[src/rtl/grid_issue_sched_if.sv]
// Request stream into the issue scheduler and the issue bus toward the
// gridding accumulator. The scheduler uses the slave view; upstream and
// downstream logic use the master view.
interface grid_issue_sched_if #(
    parameter int DATA_PATH_WIDTH = 960,
    parameter int ADDR_WIDTH      = 14
);
    // Upstream request stream (valid/ready)
    logic                       in_valid;
    logic                       in_ready;
    logic [DATA_PATH_WIDTH-1:0] in_data;
    logic [ADDR_WIDTH-1:0]      in_addr;
    logic                       in_we;

    // Issue bus to the accumulator read-modify-write port
    logic [DATA_PATH_WIDTH-1:0] acc_din;
    logic [ADDR_WIDTH-1:0]      acc_addr;
    logic                       acc_we;

    modport slave (
        input  in_valid, in_data, in_addr, in_we,
        output in_ready, acc_din, acc_addr, acc_we
    );

    modport master (
        output in_valid, in_data, in_addr, in_we,
        input  in_ready, acc_din, acc_addr, acc_we
    );
endinterface

[src/rtl/grid_issue_sched.sv]
// Issue scheduler in front of the gridding accumulator. Forwards one request
// per cycle, holds any request whose two-row footprint overlaps a write still
// inside the accumulator's read-modify-write window, and offers a flush/drain
// handshake so upstream knows when every accumulation has landed.
module grid_issue_sched #(
    parameter int COMPLEX               = 2,
    parameter int PRECISION             = 32,
    parameter int PARALLELISM           = 15,
    parameter int BRAM_PARALLELISM_BITS = 4,
    parameter int BRAM_DEPTH_BITS       = 10,
    parameter int HAZARD_WINDOW         = 4,
    parameter int DATA_PATH_WIDTH       = PARALLELISM * PRECISION * COMPLEX,
    parameter int ADDR_WIDTH            = BRAM_DEPTH_BITS + BRAM_PARALLELISM_BITS
) (
    input  logic                 clk,
    input  logic                 rst,
    grid_issue_sched_if.slave    bus,
    input  logic                 flush,
    output logic                 flush_done,
    output logic                 busy,
    output logic [31:0]          stall_cnt
);

    localparam int                 ROW_W   = BRAM_DEPTH_BITS;
    localparam logic [ROW_W-1:0]   ROW_ONE = ROW_W'(1);

    typedef enum logic [1:0] {
        ST_ACTIVE,
        ST_DRAIN,
        ST_DONE
    } state_e;

    state_e                     state_q, state_d;
    logic [HAZARD_WINDOW-1:0]   hist_v_q;
    logic [ROW_W-1:0]           hist_row_q [HAZARD_WINDOW];
    logic                       acc_we_q;
    logic [ADDR_WIDTH-1:0]      acc_addr_q;
    logic [DATA_PATH_WIDTH-1:0] acc_din_q;
    logic [31:0]                stall_cnt_q;

    logic [ROW_W-1:0]           row_in;
    logic                       hazard;
    logic                       accepting;
    logic                       accept;

    assign row_in = bus.in_addr[ADDR_WIDTH-1:BRAM_PARALLELISM_BITS];

    // Hazard: incoming row within +/-1 (mod depth) of any in-flight write row
    always_comb begin
        // NOTE: default assigned first so no path leaves hazard unassigned (no latch).
        hazard = 1'b0;
        for (int i = 0; i < HAZARD_WINDOW; i++) begin
            if (hist_v_q[i] &&
                ((row_in == hist_row_q[i]) ||
                 (row_in == hist_row_q[i] + ROW_ONE) ||
                 (row_in == hist_row_q[i] - ROW_ONE))) begin
                hazard = 1'b1;
            end
        end
    end

    // Ready is combinational; held low during reset so nothing is taken then
    assign bus.in_ready = !rst && accepting && !hazard;
    assign accept       = bus.in_valid && bus.in_ready;

    // FSM state register
    always_ff @(posedge clk) begin
        // NOTE: sequential state uses non-blocking assignment so all flops update together.
        if (rst) state_q <= ST_ACTIVE;
        else     state_q <= state_d;
    end

    // FSM next state: flush starts a drain, drain ends once nothing is in flight
    always_comb begin
        state_d = state_q;
        case (state_q)
            ST_ACTIVE: if (flush) state_d = ST_DRAIN;
            ST_DRAIN:  if ((hist_v_q == '0) && !acc_we_q) state_d = ST_DONE;
            ST_DONE:   state_d = ST_ACTIVE;
            default:   state_d = ST_ACTIVE;
        endcase
    end

    // FSM outputs
    always_comb begin
        accepting  = (state_q == ST_ACTIVE);
        flush_done = (state_q == ST_DONE);
        busy       = (state_q != ST_ACTIVE) || (hist_v_q != '0) || acc_we_q;
    end

    // Write-history valid bits: shift every cycle, new entry only for accepted writes
    always_ff @(posedge clk) begin
        if (rst) hist_v_q <= '0;
        else     hist_v_q <= {hist_v_q[HAZARD_WINDOW-2:0], accept && bus.in_we};
    end

    // Write-history rows: qualified by the valid bits, so they need no reset
    always_ff @(posedge clk) begin
        // NOTE: data-only storage is left unreset; the valid bits alone make it meaningful.
        hist_row_q[0] <= row_in;
        for (int i = 1; i < HAZARD_WINDOW; i++) begin
            hist_row_q[i] <= hist_row_q[i-1];
        end
    end

    // Issue register: one-cycle latency to the accumulator, hold address/data when idle
    always_ff @(posedge clk) begin
        if (rst) begin
            acc_we_q   <= 1'b0;
            acc_addr_q <= '0;
            acc_din_q  <= '0;
        end else begin
            acc_we_q <= accept && bus.in_we;
            if (accept) begin
                acc_addr_q <= bus.in_addr;
                acc_din_q  <= bus.in_data;
            end
        end
    end

    // Saturating count of cycles where upstream offered but was refused
    always_ff @(posedge clk) begin
        if (rst) begin
            stall_cnt_q <= '0;
        end else if (bus.in_valid && !bus.in_ready && (stall_cnt_q != '1)) begin
            stall_cnt_q <= stall_cnt_q + 32'd1;
        end
    end

    assign bus.acc_we   = acc_we_q;
    assign bus.acc_addr = acc_addr_q;
    assign bus.acc_din  = acc_din_q;
    assign stall_cnt    = stall_cnt_q;

endmodule

[src/flat_wrapper.sv]
// flat-port wrapper written by rule: the top's interface ports become plain ports
module grid_issue_sched_flat 
#(
    parameter int COMPLEX               = 2,
    parameter int PRECISION             = 32,
    parameter int PARALLELISM           = 15,
    parameter int BRAM_PARALLELISM_BITS = 4,
    parameter int BRAM_DEPTH_BITS       = 10,
    parameter int HAZARD_WINDOW         = 4,
    parameter int DATA_PATH_WIDTH       = PARALLELISM * PRECISION * COMPLEX,
    parameter int ADDR_WIDTH            = BRAM_DEPTH_BITS + BRAM_PARALLELISM_BITS
)
  (clk, rst, flush, flush_done, busy, stall_cnt, bus_in_valid, bus_in_data, bus_in_addr, bus_in_we, bus_in_ready, bus_acc_din, bus_acc_addr, bus_acc_we);
  grid_issue_sched_if #(.DATA_PATH_WIDTH(DATA_PATH_WIDTH), .ADDR_WIDTH(ADDR_WIDTH)) bus_i ();
  input  logic clk;
  input  logic rst;
  input  logic flush;
  output logic flush_done;
  output logic busy;
  output logic [31:0] stall_cnt;
  input wire logic [$bits(bus_i.in_valid)-1:0] bus_in_valid;
  input wire logic [$bits(bus_i.in_data)-1:0] bus_in_data;
  input wire logic [$bits(bus_i.in_addr)-1:0] bus_in_addr;
  input wire logic [$bits(bus_i.in_we)-1:0] bus_in_we;
  output wire logic [$bits(bus_i.in_ready)-1:0] bus_in_ready;
  output wire logic [$bits(bus_i.acc_din)-1:0] bus_acc_din;
  output wire logic [$bits(bus_i.acc_addr)-1:0] bus_acc_addr;
  output wire logic [$bits(bus_i.acc_we)-1:0] bus_acc_we;
  assign bus_i.in_valid = bus_in_valid;
  assign bus_i.in_data = bus_in_data;
  assign bus_i.in_addr = bus_in_addr;
  assign bus_i.in_we = bus_in_we;
  assign bus_in_ready = bus_i.in_ready;
  assign bus_acc_din = bus_i.acc_din;
  assign bus_acc_addr = bus_i.acc_addr;
  assign bus_acc_we = bus_i.acc_we;
  grid_issue_sched #(.COMPLEX(COMPLEX), .PRECISION(PRECISION), .PARALLELISM(PARALLELISM), .BRAM_PARALLELISM_BITS(BRAM_PARALLELISM_BITS), .BRAM_DEPTH_BITS(BRAM_DEPTH_BITS), .HAZARD_WINDOW(HAZARD_WINDOW), .DATA_PATH_WIDTH(DATA_PATH_WIDTH), .ADDR_WIDTH(ADDR_WIDTH)) u_core (.clk(clk), .rst(rst), .bus(bus_i), .flush(flush), .flush_done(flush_done), .busy(busy), .stall_cnt(stall_cnt));
endmodule
[config.mk]
export PLATFORM = sky130hd
export DESIGN_NAME = grid_issue_sched_flat
export DESIGN_NICKNAME = d
export VERILOG_FILES = /design/src/rtl/grid_issue_sched_if.sv /design/src/rtl/grid_issue_sched.sv /design/src/flat_wrapper.sv
export SDC_FILE = /design/constraint.sdc
export NUM_CORES = 2
export LEC_CHECK = 0
export BUFFER_PORTS_ARGS = -buffer_cell sky130_fd_sc_hd__buf_2
export CAP_MARGIN = 10
export CORE_AREA = 2 2 766 768
export CTS_BUF_LIST = sky130_fd_sc_hd__clkbuf_8
export DETAILED_ROUTE_END_ITERATION = 10
export DIE_AREA = 0 0 768 770
export RECOVER_POWER = 25
export SLEW_MARGIN = 30
export SYNTH_ARGS = -nofsm -noshare
export SYNTH_HDL_FRONTEND = slang
export SYNTH_SLANG_ARGS = --single-unit
[constraint.sdc]
create_clock -name clk -period 4.7 [get_ports clk]
set_input_delay 0 -clock clk [delete_from_list [all_inputs] [get_ports clk]]
set_output_delay 0 -clock clk [all_outputs]
set_load 0.01 [all_outputs]
=== Yosys cells after proc, flatten, opt, wreduce, memory -nomap -nowiden ===
Memories as Yosys holds them, arrays and structs flattened.
Index checks and enable logic that the tools add are counted.

* Output and inout bits: 1010
* RAM bits: 40
* Memories: 1
* Word-level logic and storage cells: 70
* Input port bits: 979
* Register bits: 1013

{| class="wikitable"
|+ Memory list
! name !! words !! bits a word !! rd ports !! clocked after memory_dff !! write ports !! line !! RTL
|-
| u_core.hist_row_q || 4 || 10 || 4 || 0 || 4 || grid_issue_sched.sv:35 || <nowiki>logic [ROW_W-1:0] hist_row_q [HAZARD_WINDOW];</nowiki>
|}

* Reduce and logical (&&, ||, !) cells: 30
* Multiplexer cells: 7
* Eq/ne operators: 17
* Add/subtract/negate cells: 9

{| class="wikitable"
|+ Operators by type and width
! cell !! count
|-
| == test 10 bit || 12
|-
| adder 10 x 1 -> 10 bit (second input constant) || 4
|-
| subtractor 10 x 1 -> 10 bit (second input constant) || 4
|-
| adder 32 x 1 -> 32 bit (second input constant) || 1
|-
| inequality test 32 bit (second input constant) || 1
|-
| logical AND 1 bit || 11
|-
| logical OR 1 bit || 10
|-
| zero test 1 bit || 4
|-
| zero test 4 bit || 1
|-
| 2-to-1 mux 1 bit || 4
|-
| 2-to-1 mux 2 bit || 2
|-
| case mux 2 bit (2 select lines) || 1
|-
| nonzero test 4 bit || 1
|-
| == test 2 x 1 -> 1 bit (second input constant) || 1
|-
| == test 2 bit (second input constant) || 1
|-
| zero test 2 bit || 1
|-
| inequality test 2 x 1 -> 1 bit (second input constant) || 1
|-
| inequality test 2 bit (second input constant) || 1
|-
| AND reduction 2 bit || 1
|-
| nonzero test 2 bit || 1
|}

=== Depth between registers and ports, before layout ===
* Word-level depth: 14
* Mapped depth: 15
* Gate-level depth less buffers: 11

=== Least setup slack after synthesis ===
OpenSTA, ideal clock, no wires.

* Path kind: flip-flop to flip-flop
* Start: mem u_core.hist_row_q[0][0] in the netlist's numbering
* End: reg u_core.stall_cnt_q[14] (netlist: u_core.stall_cnt[14])
* Cell stages (with the launch flop): 14
* Data required time: 4579 ps
* Slack: 1625 ps
* Buffers on the path: 2
* Arrival time: 2954 ps
* Clock period less this slack: 3075 ps
* Setup time: 121 ps
* Path through: dfxtp_1 inv_1 ha_1 xnor2_1 a21boi_0 nand4_1 or4b_1 o21ai_1 a311oi_1 and3_1 buf_6 buf_6 nor4b_1 mux2_2

{| class="wikitable"
|+ RTL lines
! element !! line !! RTL
|-
| from (decl) || grid_issue_sched.sv:35 ||
|-
| to (signal assigned) || grid_issue_sched.sv:126 || <nowiki>stall_cnt_q <= stall_cnt_q + 32'd1;</nowiki>
|-
| to (decl) || grid_issue_sched.sv:39 || <nowiki>logic [31:0] stall_cnt_q;</nowiki>
|}

==> impl_metrics.toml <==
[power]
p_total_uw = 26000
ir_worst_vdd_v = 0.000197
power-per-cell-area_nw_per_um2 = 300
power.leakage_uw = 0.0344

[clock_tree]
ctsHtreeMaxLevel = 4
cts.sinks = 1052
cts_root_buf = "clkbuf_8"
clock_path_buffers = 4
clk_pin_slew_ps = 70
cts_tree = "done"
cts_made_buffers = 216
insertion_delay_ps = 1120

[setup_path]
rr_worst_depth = 13
r2r_start = "u_core.hist_row_q[2][5]"
crit_path_start_kind = "flop"
setup.worst_path.end_class = "flop"
critPathRequiredTime_ps = 5690
regToRegSetupSlack_ps = 140
critPathMaxFanout = 56
worstSetupPathType = "flop to flop"
critPathArrivalTime_ps = 5550
r2r_end = "u_core.bus.acc_din[454]"

[placed_design]
dp_hpwl_um = 410000
gp_congestion = 1.08
post-place-cells = 14400
portBuffers = 1988

[grt]
grt_max_degree = 191
grt_usage = 0.156
grt_pass1_vias = 54400
overflow = 0
grt_pass1_wl_um = 594000
antenna_found_initial = 630

[cells_and_area]
final_nets = 10200
layoutNonFillerInstCount = 17400
final_common_cell = "dlygate4sd3_1"
layout_common_cells = "dlygate4sd3_1 (2348), nand2_1 (1995), buf_2 (1981)"
fin_util = 0.148
synthToLayoutAreaGrowth_pct = 125
fill_cells = 66700
drive_above_1_share = 0.261

[timing]
slew_headroom = 0.319
setup_tns_ps = 0
finalSetupViolCount = 0
hold_slack_ps = 278
finalCritPeriodShare = 0.970
hold_viol = 0
fmax_mhz = 219
post-route-min-period_ps = 4560
worstMarginPinSlew_ps = 1020
rsz0062_at_grt = "no"
fin_worst_skew_ps = 143
slew_violations = 0

[routing]
met2_length_um = 198000
wl_met1_um = 174000
final_antenna_net_count = 0
drcViolationCount = 0
first_pass_iters = 6
routedWlPerCell_um = 27.9
routed.top_layer = "met5"
wl_um = 486000
vias_per_cell = 3.24
routed-wl-met3_um = 65900
drt_iter0_markers = 4243
vias = 56500

[synthesis]
yosysWarnings = 0
synthesis.nets = 5887
synth.yosys.seq_area_share = 0.547
synthFlopType = "dfxtp_1"
ys_top_cells_by_area = "dfxtp_1 (55%), nand2_1 (19%), a21oi_1 (13%)"
synth_top_cell_area_share = 0.547
async_reset_ff_frac = 0
synth_edf_count = 0
synth.avg_cell_area_sq_um = 7.87
synth_cell_types = 70
synth_area_sq_um = 38500
yosys.area.top_type = "dfxtp_1"
ys_seq_elements = 1052
syn_inst = 4899

[run_status]
status = "complete, no violations"

[min_path]
hold_depth = 7
hold_end = "u_core.stall_cnt[23]"
worstHoldPathType = "primary input to flop"
min-delay-start = "bus_in_valid"

[die]
start_util = 0.0660
placementRows = 281
die_height_um = 770
die_w_um = 768
core_sq_um = 584000
io_pins = 1989
die_area_sq_um = 591000

[flow_run]
drv_cap = 0
[layout make-up]
cell class                      instances  area (sq um)  share of cell area
Antenna cell                          319           798             0.00921
Tap cell                             7782          9740               0.112
Sequential cell                      1052         21100               0.243
Clock inverter                        127          1010              0.0117
Timing Repair Buffer                 4424         34500               0.398
Inverter                               23          86.3            0.000997
Multi-Input combinational cell       3445         15800               0.182
Clock buffer                          266          3660              0.0423
[report_power, final]
group	switching, uW	internal (uW)
sequential	311	9370
combinational	3040	2290
clock	5160	5820
total	8500	17500
[flip-flops by register name, indices dropped and copies added, names as in the netlist]
| name | cells |
|---|---|
| u_core.bus.acc_din | 960 |
| u_core.stall_cnt | 32 |
| u_core.hist_row_q | 40 |
| u_core.bus.acc_addr | 14 |
| u_core.hist_v_q | 4 |
| u_core.state_q | 2 |
[routing by layer]
layer  GRT usage  up-vias
met5     0.00130        -
met4       0.129      276
met3      0.0906     1502
met2       0.226     3465
met1       0.164    26200
li1            -    25000
[synth_stat cells (10+ instances only)]
cell and instances:
nor2b_1 16, nor4_1 20, nand2_1 1995, xor2_1 32, a21oi_1 1010, buf_2 198, nand4_1 22, nand2b_1 12
xnor2_1 44, dfxtp_1 1052, and3_1 15, nand3_1 33, a31oi_1 10, inv_1 23, o31ai_1 23, o21ai_0 16
clkbuf_1 169, nor2_1 40, or4_1 22, nor3_1 20
[cell families (layout without fill, tap and decap cells)]
group / Yosys count / count (layout) / share of synthesized area
and+or+nand+nor: 2241 / 2241 / 0.233
adders and majority gates: 9 / 9 / 0.00292
other: 0 / 319 / 0
muxes: 10 / 10 / 0.00289
buffers and inverters: 402 / 4840 / 0.0466
DFF: 1052 / 1052 / 0.547
AOI/OAI and AO/OA: 1107 / 1107 / 0.150
xor gates and xnor gates: 78 / 78 / 0.0181
[worst max-delay path: stages, from the launching register on]
cell and delay, ps:
dfxtp_1 530, nand4_1 330, o21ai_0 340, nor4bb_2 360, nand4_1 160, o311ai_1 450, nor3_2 130, and4_4 200
buf_12 150, buf_12 160, nand2_1 190, dlygate4sd3_1 590, a21oi_1 70, dlygate4sd3_1 580
[stage by stage]
stage | worst slack (ps) | cell area, sq um
after global routing | 0.757 | 86300
after CTS | 15.0 | 85700
after global placement | 475 | 57500
final | 142 | 86600
after floorplan | 1620 | 38500
after detailed placement | 498 | 57500
[worst max-delay path by stage]
stage	start	endpoint	depth (start not counted)
2_1_floorplan	u_core.hist_row_q[0][0]	u_core.stall_cnt[14]	13
3_3_place_gp	u_core.hist_row_q[2][5]	u_core.bus.acc_din[191]	12
3_5_place_dp	u_core.hist_row_q[2][1]	u_core.bus.acc_din[417]	13
4_1_cts	u_core.hist_row_q[2][1]	u_core.bus.acc_din[904]	14
5_1_grt	u_core.hist_row_q[0][0]	u_core.bus.acc_din[725]	15
6_report	u_core.hist_row_q[2][5]	u_core.bus.acc_din[454]	13
[what timing repair did]
action,4_1_cts,5_1_grt
hold buffers,2349,0
setup buffers,0,2
endpoints found under the hold margin,1022,0
resized for setup,0,22
endpoints found under the setup margin,0,110
(Power assumes the default switching activity.)
